File: src/rtl/sonar_rx_parser.sv
// sonar_rx_parser
// Decodes the sonar's 8-character ASCII report "aaa,ddd#" coming from a UART
// receiver. Angle and distance are published as 3-digit BCD together with a
// one-cycle pronto pulse. Malformed frames raise a one-cycle erro pulse, and
// the parser then resynchronises on the next '#'.
//
//   state          | code | meaning
//   ---------------+------+------------------------------------------
//   INICIAL        |  0   | waiting for angle hundreds digit
//   ANG_DEZ        |  1   | waiting for angle tens digit
//   ANG_UNI        |  2   | waiting for angle units digit
//   ESPERA_VIRGULA |  3   | waiting for ','
//   MED_CEN        |  4   | waiting for distance hundreds digit
//   MED_DEZ        |  5   | waiting for distance tens digit
//   MED_UNI        |  6   | waiting for distance units digit
//   ESPERA_HASH    |  7   | waiting for '#' terminator
//   DESCARTA       |  8   | dropping bytes until '#' (resync)
module sonar_rx_parser #(
    parameter int DATA_BITS = 7
) (
    input  logic                 clock,
    input  logic                 reset,
    input  logic                 ligar,
    input  logic [DATA_BITS-1:0] dado_recebido,
    input  logic                 pronto_rx,
    output logic [11:0]          angulo,
    output logic [11:0]          distancia,
    output logic                 pronto,
    output logic                 erro,
    output logic [3:0]           db_estado
);

    typedef enum logic [3:0] {
        INICIAL        = 4'd0,
        ANG_DEZ        = 4'd1,
        ANG_UNI        = 4'd2,
        ESPERA_VIRGULA = 4'd3,
        MED_CEN        = 4'd4,
        MED_DEZ        = 4'd5,
        MED_UNI        = 4'd6,
        ESPERA_HASH    = 4'd7,
        DESCARTA       = 4'd8
    } state_t;

    localparam logic [DATA_BITS-1:0] CH_ZERO    = DATA_BITS'('h30);
    localparam logic [DATA_BITS-1:0] CH_NINE    = DATA_BITS'('h39);
    localparam logic [DATA_BITS-1:0] CH_VIRGULA = DATA_BITS'('h2C);
    localparam logic [DATA_BITS-1:0] CH_HASH    = DATA_BITS'('h23);

    state_t      state, state_next;
    logic [11:0] sh_ang, sh_ang_next;
    logic [11:0] sh_dist, sh_dist_next;
    logic        pronto_next;
    logic        erro_next;

    logic        is_digit;
    logic        is_virgula;
    logic        is_hash;
    logic [3:0]  digito;

    assign is_digit   = (dado_recebido >= CH_ZERO) && (dado_recebido <= CH_NINE);
    assign is_virgula = (dado_recebido == CH_VIRGULA);
    assign is_hash    = (dado_recebido == CH_HASH);
    assign digito     = dado_recebido[3:0];
    assign db_estado  = state;

    // State register.
    always_ff @(posedge clock or posedge reset) begin
        if (reset) begin
            state <= INICIAL;
        end else begin
            state <= state_next;
        end
    end

    // Next-state, shadow-digit capture and pulse generation.
    always_comb begin
        state_next   = state;
        sh_ang_next  = sh_ang;
        sh_dist_next = sh_dist;
        pronto_next  = 1'b0;
        erro_next    = 1'b0;

        if (!ligar) begin
            state_next = INICIAL;
        end else if (pronto_rx) begin
            // Default for any wrong character in states 0-7: a stray '#'
            // already terminates the frame, anything else needs resync.
            state_next = is_hash ? INICIAL : DESCARTA;
            erro_next  = (state != DESCARTA);
            unique case (state)
                INICIAL: if (is_digit) begin
                    sh_ang_next[11:8] = digito;
                    state_next = ANG_DEZ;
                    erro_next  = 1'b0;
                end
                ANG_DEZ: if (is_digit) begin
                    sh_ang_next[7:4] = digito;
                    state_next = ANG_UNI;
                    erro_next  = 1'b0;
                end
                ANG_UNI: if (is_digit) begin
                    sh_ang_next[3:0] = digito;
                    state_next = ESPERA_VIRGULA;
                    erro_next  = 1'b0;
                end
                ESPERA_VIRGULA: if (is_virgula) begin
                    state_next = MED_CEN;
                    erro_next  = 1'b0;
                end
                MED_CEN: if (is_digit) begin
                    sh_dist_next[11:8] = digito;
                    state_next = MED_DEZ;
                    erro_next  = 1'b0;
                end
                MED_DEZ: if (is_digit) begin
                    sh_dist_next[7:4] = digito;
                    state_next = MED_UNI;
                    erro_next  = 1'b0;
                end
                MED_UNI: if (is_digit) begin
                    sh_dist_next[3:0] = digito;
                    state_next = ESPERA_HASH;
                    erro_next  = 1'b0;
                end
                ESPERA_HASH: if (is_hash) begin
                    pronto_next = 1'b1;
                    state_next  = INICIAL;
                    erro_next   = 1'b0;
                end
                DESCARTA: begin
                    state_next = is_hash ? INICIAL : DESCARTA;
                end
                default: begin
                    state_next = INICIAL;
                    erro_next  = 1'b0;
                end
            endcase
        end
    end

    // Shadow digits of the frame being assembled.
    always_ff @(posedge clock or posedge reset) begin
        if (reset) begin
            sh_ang  <= '0;
            sh_dist <= '0;
        end else begin
            sh_ang  <= sh_ang_next;
            sh_dist <= sh_dist_next;
        end
    end

    // Registered outputs: publish shadow digits only on a complete frame.
    always_ff @(posedge clock or posedge reset) begin
        if (reset) begin
            angulo    <= '0;
            distancia <= '0;
            pronto    <= 1'b0;
            erro      <= 1'b0;
        end else begin
            pronto <= pronto_next;
            erro   <= erro_next;
            if (pronto_next) begin
                angulo    <= sh_ang;
                distancia <= sh_dist;
            end
        end
    end

endmodule

File: config.mk
export PLATFORM = sky130hd
export DESIGN_NAME = sonar_rx_parser
export DESIGN_NICKNAME = d
export VERILOG_FILES = /design/src/rtl/sonar_rx_parser.sv
export SDC_FILE = /design/constraint.sdc
export NUM_CORES = 1
export LEC_CHECK = 0
export BUFFER_PORTS_ARGS = -buffer_cell sky130_fd_sc_hd__buf_4
export CAP_MARGIN = 40
export CORE_MARGIN = 2
export CORE_UTILIZATION = 25
export DETAILED_ROUTE_END_ITERATION = 8
export SETUP_SLACK_MARGIN = 0.15
export SLEW_MARGIN = 25
export SYNTH_ARGS = -nofsm -noshare
export SYNTH_HDL_FRONTEND = slang
export SYNTH_SLANG_ARGS = --single-unit
export TNS_END_PERCENT = 20
File: constraint.sdc
create_clock -name clock -period 5.41 [get_ports clock]
set_clock_uncertainty 0.05 [all_clocks]
set_input_delay 0.2705 -clock clock [delete_from_list [all_inputs] [get_ports clock]]
set_output_delay 0.2705 -clock clock [all_outputs]
set_load 0.05 [all_outputs]
Word level (Yosys, flattened, before mapping)
Index checks and enable logic that the tools add are counted.
{"block": "op_classes", "order_cmp": 2, "n_eq_ne": 12, "muxes": 22, "n_reduce_logical": 9}
{"op": "$mux 4", "n": 11}
{"op": "$pmux 4 s9", "n": 1}
{"op": "$reduce_and 4->1", "n": 6}
{"op": "$eq 4x3->1 const B", "n": 4}
{"op": "$eq 7x6->1 const B", "n": 2}
{"op": "$mux 1", "n": 9}
{"op": "$eq 4x2->1 const B", "n": 2}
{"op": "$ge 7x6->1 const B", "n": 1}
{"op": "$le 7x6->1 const B", "n": 1}
{"op": "$reduce_or 6->1", "n": 1}
{"op": "$eq 4x1->1 const B", "n": 1}
{"op": "$eq 4x4->1 const B", "n": 1}
{"op": "$logic_not 4->1", "n": 1}
{"op": "$ne 4x4->1 const B", "n": 1}
{"op": "$pmux 1 s4", "n": 1}
{"op": "$ne 2x1->1 const B", "n": 1}
{"op": "$logic_and 1x1->1", "n": 1}
{"block": "word_totals", "reg_bits": 54, "inputBits": 11, "word_cells": 56}

Depth between registers and ports, before layout
Gate-level depths: netlist (run 1).
{"block": "logic_depth", "ltp_word": 6, "ltp_mapped": 6, "depth_no_buf": 4}

Worst setup path after synthesis (run 1)
OpenSTA, ideal clock, no wires.
{"block": "synth_timing", "path_type": "register to register", "from": "register state[3], in the netlist db_estado[3]", "to": "register angulo[0]", "setup_time_ns": 0.125, "t_arrival_ns": 2.074, "t_required_ns": 5.235, "path_slack_ns": 3.161, "stages_incl_launch_ff": 7, "path_buffers": 3, "period_less_slack_ns": 2.249, "cell_sequence": "dfrtp_1 > clkbuf_1 > nand2b_1 > or4_1 > buf_6 > buf_6 > mux2_4"}
{"block": "synth_via", "elab_chain_len": 4}
{"element": "start, declared", "line": "50", "source": "state_t state, state_next;"}
{"element": "start signal, assigned", "line": "72", "source": "state <= state_next;"}
{"element": "$eq 4x3->1", "line": "91", "source": "unique case (state)"}
{"element": "$mux 1", "line": "91"}
{"element": "$mux 1", "line": "86", "source": "end else if (pronto_rx) begin"}
{"element": "$mux 1", "line": "84", "source": "if (!ligar) begin"}
{"element": "end signal, assigned", "line": "164", "source": "angulo <= sh_ang;"}
{"element": "end, declared", "line": "26", "source": "output logic [11:0] angulo,"}
Every way passes these cells.
A chain may end at the register's enable or synchronous reset.

Worst setup path in the final report (run 1)
{"block": "layout_timing", "from": "register state[0], in the netlist db_estado[0]", "to": "register sh_dist[0]"}
{"block": "layout_via", "elab_chain_len": 2}
{"element": "$eq 4x3->1", "line": "91"}
{"element": "$reduce_and 4->1 (no source line)"}
{"element": "end signal, assigned", "line": "149", "source": "sh_dist <= sh_dist_next;"}
{"element": "end, declared", "line": "52", "source": "logic [11:0] sh_dist, sh_dist_next;"}
Every way passes these cells.

==> metrics.cfg, run 1 <==
[floorplan]
rows=35
die-height_um=100
core_sq_mm=0.00911
start_util_pct=25.5
ios=41
dieArea_sq_mm=0.0101
die_w_um=100

[clock_network]
htree_levels=2
cts_setup_buffers=0
cts_hold_buf=0
clk_path_buf_depth=2
cts.repair.resized=0
cts_tree=built
clk_latency_ps=300
cts-root-buf=clkbuf_8
numCtsBuffers=5
path_clk_slew_ps=90
cts_num_sinks=54

[final_layout]
antenna_cells=0
fin_nets=211
final_cells=311
utilization_pct=31.1
drive_gt1_share_pct=35.0
area_growth_pct=22.1
final_cell_mix=54 x dfrtp_1, 41 x buf_4, 29 x mux2_1, 19 x mux2_4
fill_cells=929
layout_commonest_cell=dfrtp_1

[timing]
max_freq_ghz=0.476
hold_viol=0
fin_setup_tns_ps=0
final_max_slew_viol_count=0
slew_headroom_pct=56.6
fin_crit_sh_pct=38.9
setup_violations=0
min_period_ps=2100
rsz0062_at_grt=false
tightest_slew_ps=651

[synthesis]
synthFlopType=dfrtp_1
syn_inst=159
synth.largest_area_cell=dfrtp_1
syn_nets=170
yosys-top-cells-area=dfrtp_1 58%, mux2_1 14%, mux2_4 12%, buf_6 1.5%, nand3b_1 1.3%
ys_ff_latch=54
synth_async_sr_flop_share_pct=100
synth.avg_cell_area_sq_um=14.6
ys_seq_area_share_pct=58.3
synth_edf_count=0
syn_area_sq_mm=0.00232
ys_types=31
yosys_warnings=0
synth_top_area_share_pct=58.3

[setup_path]
startpoint_type=flop
reg2reg_to=sh_dist[0]
critPathTopFamily=simple AND/OR/NAND/NOR gates
r2r_cells=4
crit_buf_inv=0
rrSetupSlack_ps=3310
cp.required_ps=5550
crit_fanout=12
slowest_stage=nor4bb_1
crit_chain=nor2_1 -> nor4bb_1 -> nand3_1 -> mux2_1
crit_arrival_ps=2240
end_kind=flop
rr_startpoint=db_estado[0]
cp_slowest_stage_delay_ps=590
path_class=reg -> reg

[drt]
drtAntennaViolNets=0
drtPass1Iterations=4
wl_per_cell_um=14.4
vias=1381
drt-vias-per-instance=4.44
routed_wl_um=4460
drt_iter0_markers=79
drc=0

[placed_design]
dp_hpwl_um=3050
gp_congestion=0.673
dpl.cell_count=304
portBuffers=40

[power]
power_uw=728
p_leak_nw=1.48
peakVddDrop_mv=0.104
pwr_density_cell_mw_per_mm2=257

[grt]
grt_pass1_wl_um=7460
overflow=0
grt_pass1_vias=1430
antenna_found_initial=0
grt_max_degree=55
grtUsageTotal_pct=9.56

[flow_run]
cap_violations=0

[min_path]
hp-class=in -> async

[status]
status=completed

synth_stat cells, types with 3 or more instances:
cell / number
a21oi_1: 3
nand3b_1: 4
mux2_1: 29
nand2b_1: 3
nor2_1: 4
buf_6: 3
dfrtp_1: 54
mux2_4: 19
nand2_1: 6
clkbuf_1: 4
report_power, final:
part | switching, mW | total [mW] | internal, mW
registers | 0.00535 | 0.417 | 0.411
logic | 0.0244 | 0.0393 | 0.0149
clock network | 0.124 | 0.272 | 0.148
worst max-delay path by stage:
stage / start / endpoint / slack (ps) / cells past startpoint
after global routing: db_estado[0] / sh_dist[2] / 3170 / 4
after global placement: dado_recebido[2] / angulo[8] / 3180 / 6
final: db_estado[0] / sh_dist[0] / 3310 / 4
after floorplan: db_estado[3] / angulo[0] / 3160 / 6
after CTS: db_estado[0] / sh_dist[0] / 3280 / 4
after detailed placement: dado_recebido[2] / angulo[9] / 3170 / 6
layout make-up:
| type | instances | area (sq um) | share of cell area (%) |
|---|---|---|---|
| repair buffers | 41 | 308 | 10.9 |
| clock inverters | 1 | 30.0 | 1.06 |
| flip-flops and latches | 54 | 1350 | 47.7 |
| well taps | 111 | 139 | 4.90 |
| inverters | 3 | 13.8 | 0.486 |
| clock buffers | 6 | 82.6 | 2.92 |
| multi-input cells | 95 | 907 | 32.0 |
per-stage QoR:
stage	setup WS [ps]	area [sq um]	hold slack (ps)
floorplan	3160	2320	349
global placement	3180	2720	409
detailed placement	3170	2720	370
CTS	3280	2830	31.0
global route	3170	2830	73.1
finish	3310	2830	16.1
sequential cells by signal, indices dropped and copies added (netlist names):
register,cells
distancia,12
pronto,1
angulo,12
sh_dist,12
erro,1
db_estado,4
sh_ang,12
layer usage:
layer / part of all wire [%] / wire (um) / vias to the layer above / global-route usage (%)
met5: 0 / 0 / - / 0
met4: 1.7 / 77 / 0 / 3.69
met3: 5.8 / 258 / 6 / 3.13
met2: 48 / 2130 / 30 / 15.0
met1: 45 / 2000 / 690 / 12.3
li1: - / - / 655 / -
cells by family (layout without fill, tap and decap cells):
family	count (synthesis)	count (layout)	share of synthesized area [%]
multiplexers	48	48	26.4
flip-flops	54	54	58.3
AO/OA/AOI/OAI	14	14	4.15
buffers and inverters	10	51	2.59
AND/OR/NAND/NOR	33	33	8.58
No activity file was read; power rests on OpenSTA's default activity.
==> run 2: changes to the inputs <==
==> constraint.sdc (replaced) <==
create_clock -name clock -period 2.2 [get_ports clock]
set_clock_uncertainty 0.05 [all_clocks]
set_input_delay 0.11 -clock clock [delete_from_list [all_inputs] [get_ports clock]]
set_output_delay 0.11 -clock clock [all_outputs]
set_load 0.05 [all_outputs]
==> run 2 against run 1 <==
Count of clock-buffer cells in the layout up 1. Global-route usage grew 0.37 points. Sequential power increased by 150%. Non-clock buffer count rose by 11. Clock power is 140% higher. Setup slack got worse by 3000 ps. Die area unchanged. Sequential share of layout area decreased by 1.5 points. Critical path depth up 2. Worst hold slack better by 34 ps.
==> metrics.cfg, run 2 (synthesis gave the netlist of run 1 again) <==
[timing]
tightest_slew_ps=535  ; -116 ps
hold_viol=0  ; unchanged
setup_violations=0  ; unchanged
setup_slack_ps=308  ; -3000 ps
final_max_slew_viol_count=0  ; unchanged
rsz0062_at_grt=false
slew_headroom_pct=64.3  ; +7.7 points
fin_crit_sh_pct=86.0
min_period_ps=1890
fin_setup_tns_ps=0  ; unchanged
max_freq_ghz=0.528

[clock_network]
cts_tree=built
htree_levels=2  ; unchanged
cts-root-buf=clkbuf_8
clk_latency_ps=300  ; about the same
numCtsBuffers=5  ; unchanged
clk_path_buf_depth=2  ; unchanged
cts_setup_buffers=0  ; unchanged
cts_num_sinks=54  ; unchanged
path_clk_slew_ps=90  ; about the same

[grt]
grt_max_degree=27  ; -51%
overflow=0  ; unchanged
grt_pass1_wl_um=7730  ; +3.6%
grtUsageTotal_pct=9.93  ; +0.37 points
grt_pass1_vias=1519  ; +6.2%
antenna_found_initial=0  ; unchanged

[setup_path]
rr_startpoint=db_estado[3]
r2r_cells=4  ; unchanged
cp.required_ps=2340  ; -3210 ps
path_class=in -> reg
startpoint_type=input port
crit_arrival_ps=2030  ; -210 ps
rrSetupSlack_ps=330  ; -2980 ps
crit_fanout=17  ; +5
end_kind=flop
reg2reg_to=sh_ang[3]

[placed_design]
pre_cts_ws_ps=233  ; -2930 ps
gp_congestion=0.789  ; +17%
portBuffers=40  ; unchanged
dp_hpwl_um=3390  ; +11%

[power]
pwr_density_cell_mw_per_mm2=609  ; +140%
peakVddDrop_mv=0.252  ; +140%
p_leak_nw=1.53  ; +3.4%
power_mw=1.78  ; +140%

[floorplan]
core_sq_mm=0.00911  ; unchanged
die-height_um=100  ; unchanged
start_util_pct=25.5  ; unchanged
dieArea_sq_mm=0.0101  ; unchanged
rows=35  ; unchanged
die_w_um=100  ; unchanged
ios=41  ; unchanged

[min_path]
whs_endpoint=db_estado[0]
worstHoldStart=pronto_rx
hp-class=in -> reg
hold_depth=3

[drt]
wl_per_cell_um=14.5  ; +1.0%
drt_iter0_markers=51  ; -35%
drt-vias-per-instance=4.42  ; -0.44%
drc=0  ; unchanged
vias=1428  ; +3.4%
drtAntennaViolNets=0  ; unchanged
drtPass1Iterations=5  ; +1
routed_wl_um=4680  ; +4.9%

[final_layout]
fin_nets=222  ; +5.2%
final_cell_mix=53 x dfrtp_1, 50 x buf_4, 29 x mux2_1, 19 x mux2_4, 6 x nand2_1
area_growth_pct=26.2
utilization_pct=32.1  ; +1.0 points
drive_gt1_share_pct=38.2  ; +3.2 points
antenna_cells=0  ; unchanged
layout_commonest_cell=dfrtp_1

[status]
status=completed

[flow_run]
cap_violations=0  ; unchanged

==> run 2: routing by layer <==
metal / GRT usage [%] / part of all wire (%)
met2: 15.6 / 46
met3: 3.27 / 6.1
met4: 2.85 / 1.4
met5: 0 / 0
met1: 13.1 / 46
==> run 2: cell type report <==
cell class | count | area [sq um]
clock buffers | 7 | 76.3
clock inverters | 1 | 30.0
fillers | 897 | 6180
inverters | 3 | 11.3
multi-input cells | 95 | 921
flip-flops and latches | 54 | 1350
well taps | 111 | 139
repair buffers | 52 | 395
==> run 2: stage by stage <==
step | hold slack (ps) | cell area (sq um) | instances
6_report | 50.2 | 2930 | 323
3_3_place_gp | 137 | 2800 | 313
3_5_place_dp | 151 | 2800 | 313
5_1_grt | 51.3 | 2930 | 323
2_1_floorplan | 189 | 2340 | 159
4_1_cts | 44.7 | 2930 | 323
==> run 2: repair_timing <==
action | in CTS | in global routing
hold buffers | 2 | 0
endpoints found under the hold margin | 25 | 0
resized for setup | 0 | 0
setup endpoints to repair | 0 | 0
==> run 2: worst max-delay path by stage <==
stage / depth (start not counted) / from / endpoint / slack, ps
finish: 6 / ligar / distancia[2] / 310
global route: 4 / db_estado[3] / sh_ang[3] / 200
CTS: 4 / db_estado[3] / sh_dist[0] / 310
detailed placement: 6 / dado_recebido[2] / distancia[2] / 230
global placement: 6 / dado_recebido[2] / angulo[3] / 260
floorplan: 5 / db_estado[0] / sh_ang[0] / 170
==> run 2: critical path, cell delays in order <==
cell	delay, ps
dlygate4sd3_1	520
buf_4	110
nand2_1	120
or4_1	570
buf_4	260
mux2_4	330
==> run 2: power by group <==
part / total, mW / switching [mW] / internal (mW)
sequential: 1.03 / 0.0143 / 1.01
clock: 0.643 / 0.303 / 0.341
combinational: 0.110 / 0.0641 / 0.0462
